$ cat src/rtl/regfile_dump_reader.sv
// Debug reader that walks every register through a read port and streams the words out over valid/ready.
// Build option: DUMP_CHECKSUM_EN appends one XOR checksum word after the last register.
module regfile_dump_reader #(
  parameter int NUM_REGS = 32,
  parameter int ADDR_W   = 5,
  parameter int DATA_W   = 32
) (
  input  logic              clk,
  input  logic              rst,
  input  logic              start,
  output logic              busy,
  output logic              done,
  output logic [ADDR_W-1:0] rd_addr,
  input  logic [DATA_W-1:0] rd_data,
  output logic              out_valid,
  input  logic              out_ready,
  output logic [DATA_W-1:0] out_data,
  output logic [ADDR_W:0]   out_index
);

  // state | meaning
  // IDLE  | waiting for start
  // READ  | rd_addr = idx, capture rd_data at the edge
  // SEND  | word presented, waiting for handshake
  // DONE  | one-cycle done pulse
  typedef enum logic [1:0] {IDLE, READ, SEND, DONE} state_t;

  localparam logic [ADDR_W-1:0] LAST_IDX = ADDR_W'(NUM_REGS - 1);

  state_t            state, state_nxt;
  logic [ADDR_W-1:0] idx;
  logic              hs;
  logic              last;

`ifdef DUMP_CHECKSUM_EN
  logic [DATA_W-1:0] chk;
  logic              chk_phase;
`endif

  assign hs   = out_valid & out_ready;
  assign last = (idx == LAST_IDX);
  assign busy = (state != IDLE);
  assign done = (state == DONE);

  always_comb begin
    state_nxt = state;
    rd_addr   = '0;
    case (state)
      IDLE: if (start) state_nxt = READ;
      READ: begin
        rd_addr   = idx;
        state_nxt = SEND;
      end
      SEND: begin
        rd_addr = idx;
        if (hs) begin
`ifdef DUMP_CHECKSUM_EN
          if (chk_phase)  state_nxt = DONE;
          else if (last)  state_nxt = SEND;
          else            state_nxt = READ;
`else
          state_nxt = last ? DONE : READ;
`endif
        end
      end
      DONE:    state_nxt = IDLE;
      default: state_nxt = IDLE;
    endcase
  end

  always_ff @(posedge clk) begin
    if (rst) state <= IDLE;
    else     state <= state_nxt;
  end

  always_ff @(posedge clk) begin
    if (rst) begin
      idx       <= '0;
      out_valid <= 1'b0;
      out_data  <= '0;
      out_index <= '0;
`ifdef DUMP_CHECKSUM_EN
      chk       <= '0;
      chk_phase <= 1'b0;
`endif
    end else begin
      case (state)
        IDLE: begin
          if (start) begin
            idx <= '0;
`ifdef DUMP_CHECKSUM_EN
            chk       <= '0;
            chk_phase <= 1'b0;
`endif
          end
        end
        READ: begin
          out_data  <= rd_data;
          out_index <= {1'b0, idx};
          out_valid <= 1'b1;
`ifdef DUMP_CHECKSUM_EN
          chk <= chk ^ rd_data;
`endif
        end
        SEND: begin
          if (hs) begin
`ifdef DUMP_CHECKSUM_EN
            // After the last register the checksum word reuses SEND, so valid stays up
            if (chk_phase) begin
              out_valid <= 1'b0;
              chk_phase <= 1'b0;
            end else if (last) begin
              out_data  <= chk;
              out_index <= (ADDR_W+1)'(NUM_REGS);
              chk_phase <= 1'b1;
            end else begin
              idx       <= idx + ADDR_W'(1);
              out_valid <= 1'b0;
            end
`else
            if (!last) idx <= idx + ADDR_W'(1);
            out_valid <= 1'b0;
`endif
          end
        end
        default: ;
      endcase
    end
  end

endmodule

$ cat config.mk
export PLATFORM = sky130hd
export DESIGN_NAME = regfile_dump_reader
export DESIGN_NICKNAME = d
export VERILOG_FILES = /design/src/rtl/regfile_dump_reader.sv
export SDC_FILE = /design/constraint.sdc
export NUM_CORES = 1
export LEC_CHECK = 0
export ABC_AREA = 1
export CAP_MARGIN = 20
export CELL_PAD_IN_SITES_DETAIL_PLACEMENT = 1
export CELL_PAD_IN_SITES_GLOBAL_PLACEMENT = 1
export CORE_ASPECT_RATIO = 1.4
export CORE_UTILIZATION = 29
export CTS_CLUSTER_SIZE = 28
export DETAILED_ROUTE_END_ITERATION = 10
export PLACE_DENSITY_LB_ADDON = 0.2
export RECOVER_POWER = 50
export SLEW_MARGIN = 20
export SYNTH_ARGS = -nofsm -noshare
export SYNTH_HDL_FRONTEND = slang
export SYNTH_SLANG_ARGS = --single-unit
$ cat constraint.sdc
create_clock -name clk -period 2.1 [get_ports clk]
set_clock_uncertainty 0.2 [all_clocks]
set_input_delay 0.42 -clock clk [delete_from_list [all_inputs] [get_ports clk]]
set_output_delay 0.42 -clock clk [all_outputs]
set_load 0.02 [all_outputs]
==> impl_results.md <==
* Status: completed
* Data arrival, critical path at 1.41 ns
* Initial Utilization at 0.301
* Final Cycle Share at 0.965
* CTS sink cnt at 45
* CTS tree: done
* Yosys cell types at 23
* Clk root buf: clkbuf_8
* GRT Residual Overflow at 0
* RSZ-0062 raised after global routing: no
* ANT nets after route at 0
* Post-Syn Nets at 289
* DR vias/cell at 4.64
* Actual slew at the worst max-slew pin at 0.522 ns
* Skew-Pair Late Insertion Delay at 0.31 ns
* Leak at 0.00128 uW
* Synth warn at 0
* Core region area at 6210 sq um
* Post-CTS Setup Inserts at 0
* Critical Path End Type: primary output
* Fin nets at 373
* Flip-flop and latch count after synthesis at 45
* Seq/Total Area, Yosys at 0.482
* Worst-path clk slew at 0.09 ns
* TritonCTS Buffers at 5
* Pre-Repair DR Iteration Count at 3
* Largest net degree at the start of global routing at 41
* Syn avg cell area at 7.59 sq um
* MaxCap Viol Count at 0
* Placed inst area at 2790 sq um
* Worst-path maximum fanout at 5
* Finish-stage setup viols at 0
* I/O Pins at 82
* # hold bufs at CTS at 0
* H-tree depth at 2
* Antenna violations before repair at 0
* Reg2reg start: state[0]$_SDFFE_PP0P_
* Most frequent cells in the layout: nor2_1, clkdlybuf4s50_1, dfxtp_1, o21ai_0, nand2_1
* PwrDens at 1080 nW/um^2
* First-pass GRT wire length at 8.99 mm
* Min Tclk post-route at 2.03 ns
* Synth Instances at 246
* Slew headroom at 0.652
* Hpwl dp at 3.81 mm
* Hold Crit Start: out_data[8]$_SDFFE_PP0P_
* Share of cells above drive strength 1 at 0.0846
* RR Endpoint: idx[2]$_SDFFE_PP0P_
* Clk buf depth at 2
* I/O Buffers at 80
* Commonest non-fill, non-tap cell in the layout: nor2_1
* Nature of the critical path startpoint: flop
* Slew Viols, Final at 0
* Flop2flop setup slack at 0.18 ns
* Iter 0 DRT Violations at 70
* Setup_tns at 0 ns
* Drt wl/cell at 13.0 um
* Peak supply drop at 448 uV
* # fillers at 769
* Die Ht at 97.0 um
* Row count at 34
* Synthesized area at 1870 sq um
* Vias at 1869
* WP data required at 1.48 ns
* RD Place Congestion at 0.727
* Area Growth Syn to Fin at 53.0%
* Count of final hold-check violations at 0
* Vias in the first global route at 1926
* Final Cell Area at 2860 sq um
* End point of the worst hold path: out_data[8]$_SDFFE_PP0P_
* Core Util, Final at 0.460
* Die ar. at 6770 sq um
* Hold path depth at 2
* Worst r2r path cells at 7
* Worst setup path class: reg -> out
* Overall Global Routing Usage at 0.164
* Ant diodes at 0
* DR DRC count at 0
* Worst hold path class: reg -> reg
* WL final at 5.25 mm
* Die width at 69.8 um
* Max Clk Rate at 493 MHz
## worst max-delay path, stage by stage (launching register included)
cell             delay [ns]
dfxtp_1                0.34
inv_1                  0.08
ha_4                   0.30
nand2_1                0.05
inv_1                  0.05
clkdlybuf4s15_1        0.28
## layout make-up
type | count | area [sq um] | share of cell area
flip-flops and latches | 45 | 901 | 0.315
repair buffers | 90 | 871 | 0.305
multi-input cells | 167 | 827 | 0.289
well taps | 72 | 90.1 | 0.0315
inverters | 21 | 78.8 | 0.0276
clock buffers | 5 | 68.8 | 0.0241
clock inverters | 3 | 21.3 | 0.00744
## synth_stat cells
library cell / count / area share
nor3_1: 1 / 0.0027
nand3_1: 3 / 0.0080
inv_2: 1 / 0.0020
a22oi_1: 1 / 0.0040
inv_1: 20 / 0.040
buf_2: 8 / 0.021
nand2_4: 3 / 0.018
dfxtp_1: 45 / 0.48
nand2_1: 22 / 0.044
nand2_2: 1 / 0.0034
a21oi_1: 8 / 0.021
buf_4: 1 / 0.0040
nor2_1: 72 / 0.14
nor2_4: 1 / 0.0060
o21ai_1: 1 / 0.0027
o21ai_0: 41 / 0.11
o21ai_4: 1 / 0.0087
clkbuf_2: 3 / 0.0080
nand4_1: 3 / 0.010
buf_6: 1 / 0.0060
nor2_2: 1 / 0.0034
conb_1: 1 / 0.0020
ha_1: 7 / 0.047
## kinds of logic (layout without fill, tap and decap cells)
logic type                 after synthesis  count (layout)  synth area share
AOI/OAI and AO/OA                       52              52             0.147
adders and majority gates                7               7            0.0469
buffers and inverters                   34             119            0.0817
DFF                                     45              45             0.482
other                                    1               1           0.00201
and+or+nand+nor                        107             107             0.240
## layer usage
metal	track usage	share of wire
met1	0.190	0.43
met2	0.282	0.49
met3	0.0531	0.063
met4	0.0554	0.018
met5	0	0
## worst max path at each step
stage	start	to
floorplan	state[0]$_SDFFE_PP0P_	rd_addr[1]
global placement	state[1]$_SDFFE_PP0P_	rd_addr[1]
detailed placement	state[1]$_SDFFE_PP0P_	rd_addr[1]
CTS	state[1]$_SDFFE_PP0P_	rd_addr[1]
global route	state[1]$_SDFFE_PP0P_	rd_addr[0]
finish	state[1]$_SDFFE_PP0P_	rd_addr[0]
## sequential cells by signal, summed over array words and instances (netlist names)
signal	count
out_valid	1
out_index	5
out_data	32
idx	5
state	2
## what timing repair did
item                       4_1_cts  5_1_grt
setup endpoints to repair        7        5
pin swaps                        0        0
gates resized for setup          9        7
gates cloned                     0        0
## report_power, final
group | leakage, uW | switching (uW) | internal, uW
logic | 0.000868 | 776 | 598
registers | 0.000371 | 96.1 | 1060
clock network | 0.0000445 | 322 | 237
total | 0.00128 | 1190 | 1890
## metrics by stage
stage | hold WS [ns] | cells | power, uW | setup slack, ns
after CTS | 0.314 | 403 | 3160 | 0.0151
final | 0.304 | 403 | 3090 | 0.0733
after floorplan | 0.266 | 246 | 1910 | 0.506
after global placement | 0.274 | 395 | 2550 | 0.0411
after global routing | 0.339 | 403 | 3300 | 0.00307
after detailed placement | 0.286 | 395 | 2570 | 0.0124
No activity file was read; power rests on OpenSTA's default activity.
